$ cat src/rtl/mem_access_stage_pkg.sv
// Shared definitions for the MEM-stage data-memory access unit:
// access-size encodings, FSM state encoding and small address helpers.
package mem_access_stage_pkg;

    localparam logic [1:0] SZ_BYTE = 2'd0;
    localparam logic [1:0] SZ_HALF = 2'd1;
    localparam logic [1:0] SZ_WORD = 2'd2;

    typedef enum logic [1:0] {
        ST_IDLE = 2'd0,
        ST_REQ  = 2'd1,
        ST_RESP = 2'd2
    } state_e;

    // Size 3 falls into the default arm, so it follows the word alignment rule.
    function automatic logic is_misaligned(input logic [1:0] size, input logic [1:0] a);
        case (size)
            SZ_BYTE: return 1'b0;
            SZ_HALF: return a[0];
            default: return (a != 2'b00);
        endcase
    endfunction

    // Little-endian byte enables for an aligned access.
    function automatic logic [3:0] byte_enable(input logic [1:0] size, input logic [1:0] a);
        case (size)
            SZ_BYTE: return 4'b0001 << a;
            SZ_HALF: return 4'b0011 << a;
            default: return 4'b1111;
        endcase
    endfunction

endpackage

$ cat src/rtl/mem_load_align.sv
// Combinational load alignment: picks the addressed byte/half lane out of a
// 32-bit read word and sign- or zero-extends it. Word loads pass through.
module mem_load_align
    import mem_access_stage_pkg::*;
(
    input  logic [31:0] rdata,
    input  logic [1:0]  addr_lo,
    input  logic [1:0]  size,
    input  logic        sign_ext,
    output logic [31:0] data
);

    logic [7:0]  lane [4];
    logic [7:0]  sel_byte;
    logic [15:0] sel_half;

    genvar gi;
    generate
        for (gi = 0; gi < 4; gi++) begin : g_lane
            assign lane[gi] = rdata[gi*8 +: 8];
        end
    endgenerate

    // Lane select then extend; half accesses are aligned so only addr_lo[1] matters.
    always_comb begin
        sel_byte = lane[addr_lo];
        sel_half = addr_lo[1] ? rdata[31:16] : rdata[15:0];
        data     = rdata;
        case (size)
            SZ_BYTE: data = {{24{sign_ext & sel_byte[7]}}, sel_byte};
            SZ_HALF: data = {{16{sign_ext & sel_half[15]}}, sel_half};
            default: data = rdata;
        endcase
    end

endmodule

$ cat src/rtl/mem_access_stage.sv
// MEM-stage data-memory access unit. Passes ALU results straight through,
// runs loads/stores over a req/ready bus with a bounded wait, stalls the
// upstream pipeline while an access is in flight and feeds MEM/WB.
module mem_access_stage
    import mem_access_stage_pkg::*;
#(
    parameter int TIMEOUT = 16,
    parameter int ADDR_W  = 32
) (
    input  logic              clk,
    input  logic              rstn,
    input  logic              in_valid,
    input  logic              in_memRead,
    input  logic              in_memWrite,
    input  logic [1:0]        in_size,
    input  logic              in_signExt,
    input  logic [31:0]       in_aluResult,
    input  logic [31:0]       in_storeData,
    input  logic              in_regWriteEn,
    input  logic [4:0]        in_regWriteAddr,
    output logic              dmem_req,
    output logic              dmem_we,
    output logic [ADDR_W-1:0] dmem_addr,
    output logic [31:0]       dmem_wdata,
    output logic [3:0]        dmem_be,
    input  logic              dmem_ready,
    input  logic [31:0]       dmem_rdata,
    output logic              mem_regWriteEn,
    output logic [4:0]        mem_regWriteAddr,
    output logic [31:0]       mem_regWriteData,
    output logic              mem_stall,
    output logic              mem_addrErr,
    output logic              mem_busErr
);

    localparam logic [7:0] CNT_LAST = 8'(TIMEOUT - 1);

    state_e            state_q, state_d;
    logic              req_q, req_d;
    logic              we_q, we_d;
    logic [ADDR_W-1:0] addr_q, addr_d;
    logic [31:0]       wdata_q, wdata_d;
    logic [3:0]        be_q, be_d;
    logic [1:0]        size_q, size_d;
    logic              sext_q, sext_d;
    logic [1:0]        alo_q, alo_d;
    logic [4:0]        rwa_q, rwa_d;
    logic              rwe_q, rwe_d;
    logic              load_q, load_d;
    logic [31:0]       ldbuf_q, ldbuf_d;
    logic [7:0]        cnt_q, cnt_d;
    logic              tmo_q, tmo_d;
    logic              buserr_q, buserr_d;

    logic              is_memop;
    logic              misaligned;
    logic [31:0]       store_rep;
    logic [31:0]       load_data;

    assign dmem_req   = req_q;
    assign dmem_we    = we_q;
    assign dmem_addr  = addr_q;
    assign dmem_wdata = wdata_q;
    assign dmem_be    = be_q;
    assign mem_busErr = buserr_q;

    mem_load_align u_load_align (
        .rdata    (ldbuf_q),
        .addr_lo  (alo_q),
        .size     (size_q),
        .sign_ext (sext_q),
        .data     (load_data)
    );

    // Decode the incoming op and replicate store data onto every lane it may hit.
    always_comb begin
        is_memop   = in_valid & (in_memRead | in_memWrite);
        misaligned = is_misaligned(in_size, in_aluResult[1:0]);
        case (in_size)
            SZ_BYTE: store_rep = {4{in_storeData[7:0]}};
            SZ_HALF: store_rep = {2{in_storeData[15:0]}};
            default: store_rep = in_storeData;
        endcase
    end

    // Next-state and output logic for the IDLE -> REQ -> RESP access sequence.
    always_comb begin
        state_d  = state_q;
        req_d    = req_q;
        we_d     = we_q;
        addr_d   = addr_q;
        wdata_d  = wdata_q;
        be_d     = be_q;
        size_d   = size_q;
        sext_d   = sext_q;
        alo_d    = alo_q;
        rwa_d    = rwa_q;
        rwe_d    = rwe_q;
        load_d   = load_q;
        ldbuf_d  = ldbuf_q;
        cnt_d    = cnt_q;
        tmo_d    = tmo_q;
        buserr_d = 1'b0;

        mem_regWriteEn   = 1'b0;
        mem_regWriteAddr = in_regWriteAddr;
        mem_regWriteData = in_aluResult;
        mem_stall        = 1'b0;
        mem_addrErr      = 1'b0;

        case (state_q)
            ST_IDLE: begin
                if (is_memop) begin
                    if (misaligned) begin
                        // Drop the access entirely; the pipeline keeps flowing.
                        mem_addrErr = 1'b1;
                    end else begin
                        mem_stall = 1'b1;
                        req_d     = 1'b1;
                        we_d      = in_memWrite;
                        addr_d    = {in_aluResult[ADDR_W-1:2], 2'b00};
                        wdata_d   = store_rep;
                        be_d      = byte_enable(in_size, in_aluResult[1:0]);
                        size_d    = in_size;
                        sext_d    = in_signExt;
                        alo_d     = in_aluResult[1:0];
                        rwa_d     = in_regWriteAddr;
                        rwe_d     = in_regWriteEn;
                        load_d    = ~in_memWrite;
                        cnt_d     = 8'd0;
                        tmo_d     = 1'b0;
                        state_d   = ST_REQ;
                    end
                end else begin
                    mem_regWriteEn = in_valid & in_regWriteEn;
                end
            end
            ST_REQ: begin
                mem_stall = 1'b1;
                if (dmem_ready) begin
                    req_d   = 1'b0;
                    ldbuf_d = dmem_rdata;
                    cnt_d   = 8'd0;
                    state_d = ST_RESP;
                end else if (cnt_q == CNT_LAST) begin
                    req_d    = 1'b0;
                    tmo_d    = 1'b1;
                    buserr_d = 1'b1;
                    cnt_d    = 8'd0;
                    state_d  = ST_RESP;
                end else begin
                    cnt_d = cnt_q + 8'd1;
                end
            end
            ST_RESP: begin
                mem_regWriteEn   = load_q & rwe_q & ~tmo_q;
                mem_regWriteAddr = rwa_q;
                mem_regWriteData = load_data;
                state_d          = ST_IDLE;
            end
            default: begin
                state_d = ST_IDLE;
            end
        endcase
    end

    // State and bus registers; reset aborts any outstanding access immediately.
    always_ff @(posedge clk or negedge rstn) begin
        if (!rstn) begin
            state_q  <= ST_IDLE;
            req_q    <= 1'b0;
            we_q     <= 1'b0;
            addr_q   <= '0;
            wdata_q  <= '0;
            be_q     <= 4'b0000;
            size_q   <= SZ_BYTE;
            sext_q   <= 1'b0;
            alo_q    <= 2'b00;
            rwa_q    <= 5'd0;
            rwe_q    <= 1'b0;
            load_q   <= 1'b0;
            ldbuf_q  <= 32'd0;
            cnt_q    <= 8'd0;
            tmo_q    <= 1'b0;
            buserr_q <= 1'b0;
        end else begin
            state_q  <= state_d;
            req_q    <= req_d;
            we_q     <= we_d;
            addr_q   <= addr_d;
            wdata_q  <= wdata_d;
            be_q     <= be_d;
            size_q   <= size_d;
            sext_q   <= sext_d;
            alo_q    <= alo_d;
            rwa_q    <= rwa_d;
            rwe_q    <= rwe_d;
            load_q   <= load_d;
            ldbuf_q  <= ldbuf_d;
            cnt_q    <= cnt_d;
            tmo_q    <= tmo_d;
            buserr_q <= buserr_d;
        end
    end

endmodule

$ cat config.mk
export PLATFORM = sky130hd
export DESIGN_NAME = mem_access_stage
export DESIGN_NICKNAME = d
export VERILOG_FILES = /design/src/rtl/mem_access_stage_pkg.sv /design/src/rtl/mem_load_align.sv /design/src/rtl/mem_access_stage.sv
export SDC_FILE = /design/constraint.sdc
export NUM_CORES = 1
export LEC_CHECK = 0
export CAP_MARGIN = 20
export CORE_ASPECT_RATIO = 1.5
export CORE_UTILIZATION = 46
export DETAILED_ROUTE_END_ITERATION = 10
export GPL_ROUTABILITY_DRIVEN = 0
export PLACE_DENSITY = 0.9
export SLEW_MARGIN = 10
export SYNTH_ARGS = -nofsm -noshare
export SYNTH_HDL_FRONTEND = slang
export SYNTH_SLANG_ARGS = --single-unit
$ cat constraint.sdc
create_clock -name clk -period 2 [get_ports clk]
set_clock_uncertainty 0.05 [all_clocks]
set_input_delay 0.3 -clock clk [delete_from_list [all_inputs] [get_ports clk]]
set_output_delay 0.3 -clock clk [all_outputs]
set_load 0.01 [all_outputs]
==> results.json <==
{
  "hp-class": "input pin to asynchronous set/reset pin",
  "dp_hpwl_mm": 14.02,
  "cp.arrival_ns": 2.11,
  "final_nets": 999,
  "yosysMostFrequentCell": "dfrtp_1",
  "synth_area_leaders": "dfrtp_1 50%, mux2_2 10%, mux2_4 5.8%",
  "pwr-share-clk_pct": 23.5,
  "worstSetupStartpointType": "register",
  "die_x_um": 97.15,
  "first_iter_violations": 273,
  "status": "finished, violations left",
  "insertion_delay_ns": 0.40,
  "cts_max_level": 4,
  "avgViaCountPerCell": 5.620,
  "ant_nets": 0,
  "p_switching_w": 0.004415,
  "yosys.area_share.simple_pct": 12.32,
  "layout.cells.non_filler": 1061,
  "maxSlewViolCount": 0,
  "clock_path_buffers": 2,
  "critPathCapture": "mem_regWriteData[12]",
  "synth-adder-area-share_pct": 0.2003,
  "dr.pass1.iters": 4,
  "synth.cell_area_um2": 6247,
  "synth_common_cells": "124 x dfrtp_1, 76 x nand2_1, 57 x mux2_2",
  "grt_pass1_vias": 6287,
  "cts_tree": "done",
  "synth_top_cell_by_area": "dfrtp_1",
  "yosysUniqueCellTypes": 49,
  "placed_cell_area_um2": 9060,
  "rrSetupSlack_ns": -0.02,
  "via_count": 5963,
  "yosys_warnings": 0,
  "crit_path_max_fanout": 7,
  "reg2regPathDepth": 9,
  "holdWs_ns": 0.2421,
  "fin_ws_ns": -0.4641,
  "worstReg2RegEnd": "dmem_addr[17]",
  "p_leak_nw": 4.658,
  "dp_cells": 993,
  "max_freq_ghz": 0.4058,
  "grt_pass1_wl_mm": 32.56,
  "synthToLayoutAreaGrowth_pct": 63.09,
  "synth_seq_cells": 124,
  "synth-edff-count": 0,
  "grtUsageTotal_pct": 29.84,
  "syn-mean-instance-area_um2": 10.73,
  "synthCells": 582,
  "async_flop_share_pct": 100.0,
  "yosysTopAreaCellShare_pct": 49.67,
  "tns_ns": -11.13,
  "regToRegStartpoint": "state_q[1]",
  "violations": "setup timing",
  "synth_top_family_by_area": "multiplexers",
  "crit_start": "ldbuf_q[31]",
  "numCtsBuffers": 17,
  "seq_area_frac_synth_pct": 49.67,
  "root_buffer": "clkbuf_16",
  "dieArea_um2": 14060,
  "grt_max_degree": 58,
  "critPathSlowestCell": "mux4_2",
  "p_per_area_nw_per_um2": 1276,
  "totalWireLength_mm": 21.86,
  "synthMuxAreaShare_pct": 20.89,
  "ir_drop_v": 0.0007007,
  "p_int_w": 0.008587,
  "setup_violations": 36,
  "p_seq_share_pct": 32.2,
  "antenna_found_initial": 1,
  "core_area_um2": 13150,
  "final_cell_area_um2": 10190,
  "required_ns": 1.65,
  "slowest_delay_ns": 0.51,
  "drc": 0,
  "globalRouteOverflowTotal": 0,
  "io_buffers": 219,
  "finalCritPeriodShare_pct": 123.2,
  "drive_gt1_share_pct": 33.67,
  "max_cap_violations": 0,
  "die_h_um": 144.7,
  "criticalPathCategory": "register to primary output",
  "worstPathCellList": "buf_6 -> mux4_2 -> a21oi_4 -> buf_4 -> a21oi_2 -> buf_2",
  "synth_compound_area_share_pct": 13.06,
  "critical_path.endpoint_type": "primary output",
  "rows": 51,
  "initial_core_util_pct": 47.53,
  "switching_share_pct": 33.96,
  "pin_count": 222,
  "synth_ff_type": "dfrtp_1",
  "clkSinkCount": 124,
  "hold_violations": 0,
  "rsz0062_at_grt": "yes",
  "wire_per_inst_um": 20.60,
  "p_comb_share_pct": 44.3,
  "synth-xor-area-share_pct": 0.2804,
  "finalCriticalPeriod_ns": 2.464,
  "clk_pin_slew_worst_paths_ns": 0.06
}
==> placed cells by master, fill, tap and decap left out, types with 4 or more instances in the layout <==
| cell type | count |
|---|---|
| clkdlybuf4s50_1 | 178 |
| dfrtp_1 | 121 |
| nand2_1 | 73 |
| buf_4 | 62 |
| mux2_2 | 56 |
| nor2_1 | 40 |
| buf_2 | 34 |
| a21oi_1 | 30 |
| mux2i_1 | 28 |
| o21ai_0 | 27 |
| mux2_4 | 25 |
| clkbuf_16 | 22 |
| buf_6 | 22 |
| o21ai_1 | 21 |
| a21oi_2 | 17 |
| buf_12 | 10 |
| nand3b_1 | 9 |
| a21o_1 | 9 |
| a22oi_1 | 8 |
| a211o_1 | 8 |
| nand3_1 | 7 |
| nor2b_1 | 6 |
| clkbuf_2 | 5 |
| o21ai_2 | 4 |
| clkinvlp_4 | 4 |
| inv_1 | 4 |
==> registers in the layout (all words and copies together) (netlist names), 2 cells and up <==
signal      cells
dmem_addr      30
rwa_q           5
state_q         2
size_q          2
alo_q           2
dmem_be         4
ldbuf_q        32
dmem_wdata     32
cnt_q           8
==> kinds of logic (layout without fill, tap and decap cells) <==
family / count (synthesis) / after routing
AO/OA/AOI/OAI: 136 / 136
flip-flops: 124 / 124
buffers and inverters: 43 / 360
XOR/XNOR: 2 / 2
adder cells (fa/ha/maj): 1 / 1
other: 1 / 4
AND/OR/NAND/NOR: 165 / 165
multiplexers: 110 / 110
==> worst min path at each step <==
stage / from / to / slack [ns] / cells past startpoint
2_1_floorplan: rstn / alo_q[0] / -0.05 / 0
3_3_place_gp: rstn / dmem_addr[23] / 0.12 / 1
3_5_place_dp: rstn / dmem_addr[26] / 0.12 / 1
4_1_cts: rstn / dmem_addr[23] / 0.24 / 2
5_1_grt: rstn / dmem_addr[22] / 0.25 / 2
6_report: rstn / dmem_addr[18] / 0.24 / 2
==> per-stage QoR <==
step                      util (%)  worst slack [ns]  power, W
after floorplan                  -            0.1197  0.006397
after global placement       68.92           -0.4570  0.009021
after detailed placement     68.92           -0.5991  0.009187
after CTS                    75.22           -0.4247   0.01253
after global routing         77.51           -0.5237   0.01358
final                        77.51           -0.4641   0.01300
==> repair_timing <==
item / CTS / global route
hold buffers: 1 / 0
gates cloned: 3 / 6
endpoints found under the hold margin: 11 / 0
resized for setup: 193 / 70
pin swaps: 12 / 14
setup endpoints to repair: 40 / 97
buffers inserted: 14 / 12
==> worst max-delay path: cells and delay by family, from the launching register on <==
kind	cells	cell delay (ns)
buffers and inverters	3	0.45
DFF	1	0.43
muxes	1	0.51
AOI/OAI and AO/OA	2	0.33
==> power groups by stage <==
stage	Combinational (W)	Sequential, W	Clock [W]
final	0.00575	0.00419	0.00306
after global routing	0.00608	0.00429	0.00321
after CTS	0.00533	0.00412	0.00309
after detailed placement	0.00505	0.00413	0
after global placement	0.00494	0.00408	0
after floorplan	0.00214	0.00425	0
==> per-layer routing <==
| metal | vias to the layer above | wire length (um) | global-route usage [%] |
|---|---|---|---|
| li1 | 2667 | - | - |
| met1 | 2892 | 7499 | 31.72 |
| met2 | 315 | 11610 | 53.60 |
| met3 | 89 | 1446 | 7.541 |
| met4 | 0 | 1295 | 17.67 |
| met5 | - | 0 | 0 |
==> area by class of cell <==
class	count	area, um2
sequential	124	3107
timing repair buffer	323	3171
inverter	5	22.52
tap	159	198.9
antenna	2	5.005
clock inverter	13	141.4
multi-input combinational	416	3100
fill	776	2957
clock buffer	19	442.9
Note: power is estimated with default switching activity, not from simulation.
